[src/rtl/spc700_brr_pkg.sv]
// rtl/spc700_brr_pkg.sv - shared constants, header field positions and state encoding for the BRR block fetcher
package spc700_brr_pkg;

    localparam int BRR_BLOCK_BYTES = 9;
    localparam int BRR_NIBBLES     = 16;

    localparam int HDR_RANGE_MSB  = 7;
    localparam int HDR_RANGE_LSB  = 4;
    localparam int HDR_FILTER_MSB = 3;
    localparam int HDR_FILTER_LSB = 2;
    localparam int HDR_LOOP_BIT   = 1;
    localparam int HDR_END_BIT    = 0;

    typedef enum logic [2:0] {
        ST_IDLE,
        ST_FETCH,
        ST_DRAIN,
        ST_STREAM,
        ST_DONE
    } brr_state_t;

endpackage

[src/rtl/brr_nibble_serializer.sv]
// rtl/brr_nibble_serializer.sv - 8-byte sample buffer streamed high-nibble-first over valid/ready
module brr_nibble_serializer
    import spc700_brr_pkg::*;
(
    input  logic       clock,
    input  logic       reset_n,
    input  logic       wr_en,
    input  logic [2:0] wr_index,
    input  logic [7:0] wr_data,
    input  logic       load,
    output logic [3:0] nibble,
    output logic       nibble_valid,
    input  logic       nibble_ready,
    output logic       last_accept
);

    logic [7:0] buffer [8];
    logic [3:0] index;
    logic [7:0] byte_sel;

    assign byte_sel    = buffer[index[3:1]];
    assign nibble      = !nibble_valid ? 4'h0 : (index[0] ? byte_sel[3:0] : byte_sel[7:4]);
    assign last_accept = nibble_valid && nibble_ready && (index == 4'(BRR_NIBBLES - 1));

    always_ff @(posedge clock or negedge reset_n) begin
        if (!reset_n) begin
            for (int i = 0; i < 8; i++) buffer[i] <= 8'h00;
            index        <= 4'd0;
            nibble_valid <= 1'b0;
        end else begin
            if (wr_en) buffer[wr_index] <= wr_data;
            if (load) begin
                nibble_valid <= 1'b1;
                index        <= 4'd0;
            end else if (nibble_valid && nibble_ready) begin
                if (last_accept) nibble_valid <= 1'b0;
                index <= index + 4'd1;
            end
        end
    end

endmodule

[src/rtl/brr_block_fetcher.sv]
// rtl/brr_block_fetcher.sv - audio RAM read master fetching one 9-byte BRR block and streaming its nibbles
// Optional chaining to the next/loop block enabled by BRR_AUTO_CONTINUE_EN.
module brr_block_fetcher
    import spc700_brr_pkg::*;
#(
    parameter int READ_LATENCY = 1,
    parameter int ADDRESS_BITS = 16
) (
    input  logic                    clock,
    input  logic                    reset_n,
    input  logic                    start,
    input  logic [ADDRESS_BITS-1:0] start_address,
    input  logic [ADDRESS_BITS-1:0] loop_address,
    output logic [ADDRESS_BITS-1:0] ram_address,
    output logic                    ram_read,
    input  logic [7:0]              ram_data,
    output logic                    busy,
    output logic [7:0]              header,
    output logic                    header_valid,
    output logic [3:0]              nibble,
    output logic                    nibble_valid,
    input  logic                    nibble_ready,
    output logic                    block_done,
    output logic [ADDRESS_BITS-1:0] next_address
);

    brr_state_t              state;
    logic [ADDRESS_BITS-1:0] base;
    logic [3:0]              issue_cnt;
    logic [3:0]              cap_idx;
    logic [READ_LATENCY-1:0] rd_pipe;
    logic                    cap_en;
    logic                    cap_last;
    logic                    last_accept;
    logic                    launch;
    logic [ADDRESS_BITS-1:0] launch_addr;

    // A request's data is valid once its ram_read has walked the full latency pipe.
    assign cap_en   = rd_pipe[READ_LATENCY-1];
    assign cap_last = cap_en && (cap_idx == 4'(BRR_BLOCK_BYTES - 1));

`ifndef BRR_AUTO_CONTINUE_EN
    logic unused_loop;
    assign unused_loop = ^loop_address;
`endif

    always_comb begin
        launch      = 1'b0;
        launch_addr = start_address;
        if (state == ST_IDLE) begin
            launch = start;
        end
`ifdef BRR_AUTO_CONTINUE_EN
        else if (state == ST_DONE) begin
            launch      = !header[HDR_END_BIT] || header[HDR_LOOP_BIT];
            launch_addr = header[HDR_END_BIT] ? loop_address : next_address;
        end
`endif
    end

    brr_nibble_serializer u_serializer (
        .clock        (clock),
        .reset_n      (reset_n),
        .wr_en        (cap_en && (cap_idx != 4'd0)),
        .wr_index     (3'(cap_idx - 4'd1)),
        .wr_data      (ram_data),
        .load         (cap_last),
        .nibble       (nibble),
        .nibble_valid (nibble_valid),
        .nibble_ready (nibble_ready),
        .last_accept  (last_accept)
    );

    always_ff @(posedge clock or negedge reset_n) begin
        if (!reset_n) begin
            state        <= ST_IDLE;
            base         <= '0;
            issue_cnt    <= 4'd0;
            cap_idx      <= 4'd0;
            rd_pipe      <= '0;
            ram_address  <= '0;
            ram_read     <= 1'b0;
            busy         <= 1'b0;
            header       <= 8'h00;
            header_valid <= 1'b0;
            block_done   <= 1'b0;
            next_address <= '0;
        end else begin
            rd_pipe <= (rd_pipe << 1) | READ_LATENCY'(ram_read);
            if (cap_en) begin
                if (cap_idx == 4'd0) begin
                    header       <= ram_data;
                    header_valid <= 1'b1;
                end
                cap_idx <= cap_last ? 4'd0 : cap_idx + 4'd1;
            end

            if (launch) begin
                base         <= launch_addr;
                ram_address  <= launch_addr;
                ram_read     <= 1'b1;
                issue_cnt    <= 4'd1;
                cap_idx      <= 4'd0;
                header_valid <= 1'b0;
                busy         <= 1'b1;
                block_done   <= 1'b0;
                state        <= ST_FETCH;
            end else begin
                case (state)
                    ST_IDLE: ;
                    ST_FETCH: begin
                        if (issue_cnt == 4'(BRR_BLOCK_BYTES)) begin
                            ram_read <= 1'b0;
                            state    <= ST_DRAIN;
                        end else begin
                            ram_address <= ram_address + 1'b1;
                            issue_cnt   <= issue_cnt + 4'd1;
                        end
                    end
                    ST_DRAIN: begin
                        if (cap_last) state <= ST_STREAM;
                    end
                    ST_STREAM: begin
                        if (last_accept) begin
                            block_done   <= 1'b1;
                            next_address <= base + ADDRESS_BITS'(BRR_BLOCK_BYTES);
                            state        <= ST_DONE;
                        end
                    end
                    ST_DONE: begin
                        block_done   <= 1'b0;
                        header_valid <= 1'b0;
                        busy         <= 1'b0;
                        state        <= ST_IDLE;
                    end
                    default: state <= ST_IDLE;
                endcase
            end
        end
    end

endmodule

[config.mk]
export PLATFORM = sky130hd
export DESIGN_NAME = brr_block_fetcher
export DESIGN_NICKNAME = d
export VERILOG_FILES = /design/src/rtl/spc700_brr_pkg.sv /design/src/rtl/brr_nibble_serializer.sv /design/src/rtl/brr_block_fetcher.sv
export SDC_FILE = /design/constraint.sdc
export NUM_CORES = 1
export LEC_CHECK = 0
export CORE_MARGIN = 5
export CORE_UTILIZATION = 45
export CTS_CLUSTER_DIAMETER = 60
export DETAILED_ROUTE_END_ITERATION = 10
export MAX_ROUTING_LAYER = met4
export PLACE_DENSITY = 0.71
export SYNTH_ARGS = -nofsm -noshare
export SYNTH_HDL_FRONTEND = slang
export SYNTH_HIERARCHICAL = 1
export SYNTH_SLANG_ARGS = --single-unit
[constraint.sdc]
create_clock -name clock -period 5.84 [get_ports clock]
set_input_delay 1.752 -clock clock [delete_from_list [all_inputs] [get_ports clock]]
set_output_delay 1.752 -clock clock [all_outputs]
set_load 0.005 [all_outputs]
==> impl_results.md, run 1 <==
- Layout cells sized above 1: 0.186
- RePlAce Congestion: 0.868
- Final Hold Fails: 0
- Post-synth EDFFs: 0
- DR vias: 4731
- Hold path start: ram_read$_DFFE_PN0P_
- Core area: 14600 um2
- Hold Path Class: register to register
- Sw Ratio: 0.345
- Number of remaining DRC errors: 0
- Syn_area_per_cell: 11.9 um2
- Die width: 133 um
- N_diodes: 0
- Vias in the first global route: 5130
- WS Path Type: register to output port
- Mapped Cells: 569
- Seq/Total Area, Yosys: 0.520
- Setup bufs post-CTS: 0
- Clk_skew: 0.00479 ns
- Layout Nets: 695
- Fin crit share: 0.785
- Adder-Cell Fraction of Synth Area: 0.0148
- RSZ-0062 raised after global routing: no
- Post-cts gate resize count: 0
- Yosys warns: 6
- Crit path DAT: 2.83 ns
- Max Fanout on Critical Path: 15
- WP data required: 4.09 ns
- Synth Area in Simple Gates: 0.155
- Die area: 17600 um2
- CTS tree: yes
- Pwr Density: 572 nW/um2
- Main area contributors after synthesis: dfrtp_1, mux2_2, nand2_1
- Initial Util: 0.463
- Reg-to-reg startpoint: u_serializer/index[1]$_DFFE_PN0P_
- Synth area leader: dfrtp_1
- Initial antenna violation count: 0
- Status: completed
- Final Worst Setup Slack: 1.26 ns
- Port Buf Inserts: 76
- Power share of the clock group: 0.201
- First-pass GRT wire length: 26.1 mm
- FMAX: 218 MHz
- Max IR drop VDD: 0.272 mV
- Leading cell type in the layout, fill and taps excluded: dfrtp_1
- Root buf cell: clkbuf_16
- Async SR Flop Fraction: 1.00
- Placement Setup Slack: 1.71 ns
- Post-DRT Antenna Nets: 0
- First-pass DRT Iterations: 4
- Worst setup EP type: output port
- Max_cap viols: 0
- Largest net degree at the start of global routing: 98
- Ys flop type: dfrtp_1
- Hold buffer count at cts: 0
- Setup TNS Final: 0 ns
- Internal power: 3.07 mW
- Flops & latches, synth: 141
- Slew at the pin closest to its max-slew limit: 1.19 ns
- Post-DR wirelength/cell: 18.0 um
- Hpwl dp: 10.4 mm
- Comb power frac: 0.406
- # clock sinks: 141
- Non-Filler Instances: 839
- Post-synth top area share: 0.520
- Filler Cell Count: 1235
- Number of placed instances, taps included: 808
- Synth cell types: 63
- Slew Viols, Final: 0
- Reg clk slew, reported paths: 0.06 ns
- DIE HEIGHT: 133 um
- FF+latch area: 3530 um2
- Mapped cell area: 6780 um2
- Max_slew headroom: 0.209
- CP Launch Point: u_serializer/index[1]$_DFFE_PN0P_
- NetSw: 1.61 mW
- Pleak: 3.45 nW
- Top Ports: 93
- Gr usage total: 0.189
- Clock Latency Late Sink: 0.41 ns
- Compound-Gate Fraction of Synth Area: 0.0620
- TritonCTS Buffers: 17
- Most frequent cells in the layout: dfrtp_1, nand2_1, clkdlybuf4s50_1
- Largest family of logic cells by synthesized area: multiplexers
- Total grt overflow: 0
- Drt via density: 5.64
- CTS max path bufs: 2
- Area grow syn2layout: 20.6%
- Crit path launch type: register
- Area occupied by multi-input gates: 3080 um2
- Post-synthesis mux area share: 0.190
- Setup violations, final: 0
- Crit path time final: 4.58 ns
- DRT iter0 DRCs: 213
- Placement Rows: 44
- Routed WL: 15.1 mm
- Sequential share of power: 0.393
- Xor/xnor share of the synthesized area: 0.0310
- Synthesized Nets: 621
- H-Tree Depth: 4
[stage by stage]
step / hold WS (ns) / utilization / total power [mW] / instance area (um2)
floorplan: 0.390 / - / 3.06 / 6780
global placement: 0.394 / 0.523 / 3.66 / 7660
detailed placement: 0.403 / 0.523 / 3.77 / 7660
CTS: 0.412 / 0.558 / 4.73 / 8180
global route: 0.414 / 0.558 / 5.01 / 8180
finish: 0.398 / 0.558 / 4.68 / 8180
[power by group through the flow]
stage / logic, mW / clock network [mW] / registers, mW
final: 1.90 / 0.939 / 1.84
after global routing: 2.10 / 1.00 / 1.91
after CTS: 1.93 / 0.961 / 1.84
after detailed placement: 1.91 / 0 / 1.85
after global placement: 1.85 / 0 / 1.81
after floorplan: 1.37 / 0 / 1.70
[final cells by class]
| class | count | area share |
|---|---|---|
| clock buffer | 24 | 0.0577 |
| timing repair buffer | 80 | 0.0969 |
| tap | 184 | 0.0282 |
| clock inverter | 7 | 0.00505 |
| multi-input combinational | 394 | 0.376 |
| sequential | 141 | 0.432 |
| inverter | 9 | 0.00413 |
[synthesized netlist by cell type (3+ instances only)]
cell type  count
mux2_2        73
ha_1           8
a21oi_1        9
xor2_1        12
a31oi_1        9
nand4b_1       5
nor2b_1        3
and4_1         3
nor4b_1        4
o31ai_1        3
nor3b_4        3
buf_2          8
nor2_1        22
buf_6          3
clkbuf_1      12
nand4_1       12
mux2i_1       21
nand2b_1       3
or4_1          4
inv_1          8
o21ai_0       35
or3_1          4
nand3_1       13
xnor2_1       12
dfrtp_1      141
mux4_1         8
nand2_1       85
[registers in the layout, indices dropped and copies added, names as in the netlist]
signal,flops
cap_en,1
issue_cnt,4
ram_address,16
header_valid,1
busy,1
u_serializer/index,4
u_serializer/nibble_valid,1
u_serializer/buffer,64
header,8
cap_idx,4
state,3
next_address,16
block_done,1
base,16
ram_read,1
[worst max-delay path, cell delays in order (launching register included)]
cell	delay [ns]
dfrtp_1	0.89
mux4_1	0.66
mux2i_1	0.28
o21ai_0	0.13
clkdlybuf4s50_1	0.46
[routing by layer]
metal	vias up	track usage	part of all wire
met2	105	0.305	0.50
li1	2213	-	-
met5	-	-	0
met4	0	0.0491	0.012
met3	11	0.0501	0.055
met1	2402	0.237	0.44
[path summary, 6_finish.rpt]
check	end	slack [ns]	cells past startpoint
setup / recovery	nibble[3]	1.26	4
hold / removal	cap_en$_DFF_PN0_	0.40	0
setup reg to reg	next_address[15]$_DFFE_PN0P_	2.96	9
hold reg to reg	cap_en$_DFF_PN0_	0.40	0
max in group asynchronous	ram_address[5]$_DFFE_PN0P_	3.29	2
min in group asynchronous	header[1]$_DFFE_PN0P_	1.41	1
[kinds of logic after synthesis]
logic type	Yosys count
buffers and inverters	34
AOI/OAI and AO/OA	71
muxes	104
DFF	141
xor gates and xnor gates	24
adders and majority gates	8
and+or+nand+nor	187
Power figures use the tool's default switching activity.
==> inputs of run 2 (changes only) <==
--- a/config.mk
+++ b/config.mk
@@ -10,7 +10,7 @@
 export CTS_CLUSTER_DIAMETER = 60
 export DETAILED_ROUTE_END_ITERATION = 10
 export MAX_ROUTING_LAYER = met4
-export PLACE_DENSITY = 0.71
+export PLACE_DENSITY = 0.73
 export SYNTH_ARGS = -nofsm -noshare
 export SYNTH_HDL_FRONTEND = slang
 export SYNTH_HIERARCHICAL = 1
==> constraint.sdc (replaced) <==
create_clock -name clock -period 3.9 [get_ports clock]
set_input_delay 1.17 -clock clock [delete_from_list [all_inputs] [get_ports clock]]
set_output_delay 1.17 -clock clock [all_outputs]
set_load 0.005 [all_outputs]
==> run 2 against run 1 <==
  * Register-to-register slack got worse by 1.9 ns
  * Global-route usage grew 0.26 points
  * Total power increased by 54%
  * Sequential power up 48%
  * Critical endpoint is now nibble[1]
==> impl_results.md, run 2 (synthesis gave the netlist of run 1 again) <==
- Crit-path max cell delay: 0.46 ns
- Clk_skew: 0.00844 ns
- Number of placed instances, taps included: 813
- Die width: 133 um
- Clock Latency Late Sink: 0.42 ns
- Max_slew headroom: 0.372
- Hold path start: ram_read$_DFFE_PN0P_
- Fin crit share: 0.931
- Most used cell, CP: buf_4
- First-pass DRT Iterations: 5
- Reg-to-reg startpoint: cap_idx[0]$_DFFE_PN0P_
- Crit path DAT: 2.46 ns
- Gr usage total: 0.191
- Internal power: 4.77 mW
- Core area: 14600 um2
- Filler Cell Count: 1228
- CP delay by family, top: buffers and inverters
- WL met3: 732 um
- Largest net degree at the start of global routing: 96
- RePlAce Congestion: 0.851
- Setup TNS Final: 0 ns
- FF+latch area: 3530 um2
- Met2 WL: 7.78 mm
- Biggest register: u_serializer/buffer
- Slew at the pin closest to its max-slew limit: 0.938 ns
- Vias in the first global route: 4957
- Status: completed
- Port Buf Inserts: 76
- Die area: 17600 um2
- Leading cell type in the layout, fill and taps excluded: dfrtp_1
- CTS tree: yes
- Crit path time final: 3.63 ns
- Crit path launch type: register
- Max IR drop VDD: 0.411 mV
- Hold buffer count at cts: 0
- RSZ-0062 raised after global routing: no
- Pleak: 3.51 nW
- WS Path Type: register to output port
- Post-DR wirelength/cell: 18.4 um
- Hold Path Class: register to register
- WP data required: 2.73 ns
- Area occupied by multi-input gates: 3080 um2
- Max_cap viols: 0
- Placement Rows: 44
- Post-cts gate resize count: 0
- Top Ports: 93
- Non-Filler Instances: 845
- Highest metal used: met4
- N_diodes: 0
- CP max stage cell: clkdlybuf4s50_1
- Final Hold Fails: 0
- NetSw: 2.44 mW
- Sequential share of power: 0.377
- Largest register FFs: 64
- CP Buf/Inv Count: 3
- Setup bufs post-CTS: 0
- CTS max path bufs: 2
- Routed WL: 15.6 mm
- Total grt overflow: 0
- Number of remaining DRC errors: 0
- # clock sinks: 141
- Pwr Density: 869 nW/um2
- Max Fanout on Critical Path: 14
- First-pass GRT wire length: 25.8 mm
- DR vias: 4696
- DRT met1 WL: 6.87 mm
- Post-DRT Antenna Nets: 0
- CP Launch Point: u_serializer/index[1]$_DFFE_PN0P_
- DRT iter0 DRCs: 203
- Sw Ratio: 0.338
- Setup violations, final: 0
- Most frequent cells in the layout: dfrtp_1, nand2_1, clkdlybuf4s50_1
- Layout Nets: 700
- Worst setup EP type: output port
- H-Tree Depth: 4
- Hpwl dp: 10.6 mm
- Area grow syn2layout: 22.3%
- Comb power frac: 0.402
- TritonCTS Buffers: 17
- Initial antenna violation count: 0
- Crit-path cells: buf_4 > buf_4 > mux2_2 > a2bb2oi_1 > nand3_1 > o21ai_0 > clkdlybuf4s50_1
- FMAX: 275 MHz
- Drt via density: 5.56
- Reg clk slew, reported paths: 0.06 ns
- Layout cells sized above 1: 0.195
- Power share of the clock group: 0.220
- DIE HEIGHT: 133 um
- Root buf cell: clkbuf_16
- Initial Util: 0.463
- Slew Viols, Final: 0
## run 2: worst paths after layout
path	endpoint	slack (ns)	cells past startpoint
min in group asynchronous	u_serializer/buffer[63]$_DFFE_PN0P_	0.82	1
max in group asynchronous	ram_address[6]$_DFFE_PN0P_	2.32	2
worst max-delay path	nibble[1]	0.27	7
worst min register to register	cap_en$_DFF_PN0_	0.40	0
worst min-delay path	cap_en$_DFF_PN0_	0.40	0
worst max register to register	u_serializer/buffer[2]$_DFFE_PN0P_	1.04	5
## run 2: power groups by stage
stage	sequential (mW)	clock (mW)	combinational (mW)
after floorplan	2.54	0	2.05
after global placement	2.68	0	2.82
after detailed placement	2.73	0	2.93
after CTS	2.72	1.62	2.94
after global routing	2.82	1.70	3.19
final	2.72	1.59	2.90
## run 2: layout make-up
cell class,instances,share of cell area
clock buffer,26,0.0602
multi-input combinational,394,0.371
timing repair buffer,85,0.102
clock inverter,6,0.00995
sequential,141,0.425
tap,184,0.0278
inverter,9,0.00407
## run 2: worst reg2reg max path: cells and delay by family (launching register included)
kind | cells | cell delay (ns)
adders and majority gates | 1 | 0.20
and+or+nand+nor | 1 | 0.74
muxes | 1 | 0.51
DFF | 1 | 0.42
xor gates and xnor gates | 1 | 0.67
buffers and inverters | 1 | 0.21
## run 2: routing by layer
layer	track usage	up-vias
met2	0.312	131
met3	0.0566	18
met1	0.233	2341
li1	-	2206
met5	-	-
met4	0.0531	0
## run 2: per-stage QoR
step	total power [mW]	hold WS, ns	area, um2	setup slack [ns]	utilization
final	7.21	0.404	8300	0.269	0.566
after global routing	7.71	0.417	8300	0.0899	0.566
after CTS	7.28	0.403	8290	0.166	0.566
after detailed placement	5.66	0.394	7710	0.622	0.527
after global placement	5.50	0.395	7710	0.673	0.527
after floorplan	4.59	0.390	6780	1.39	-
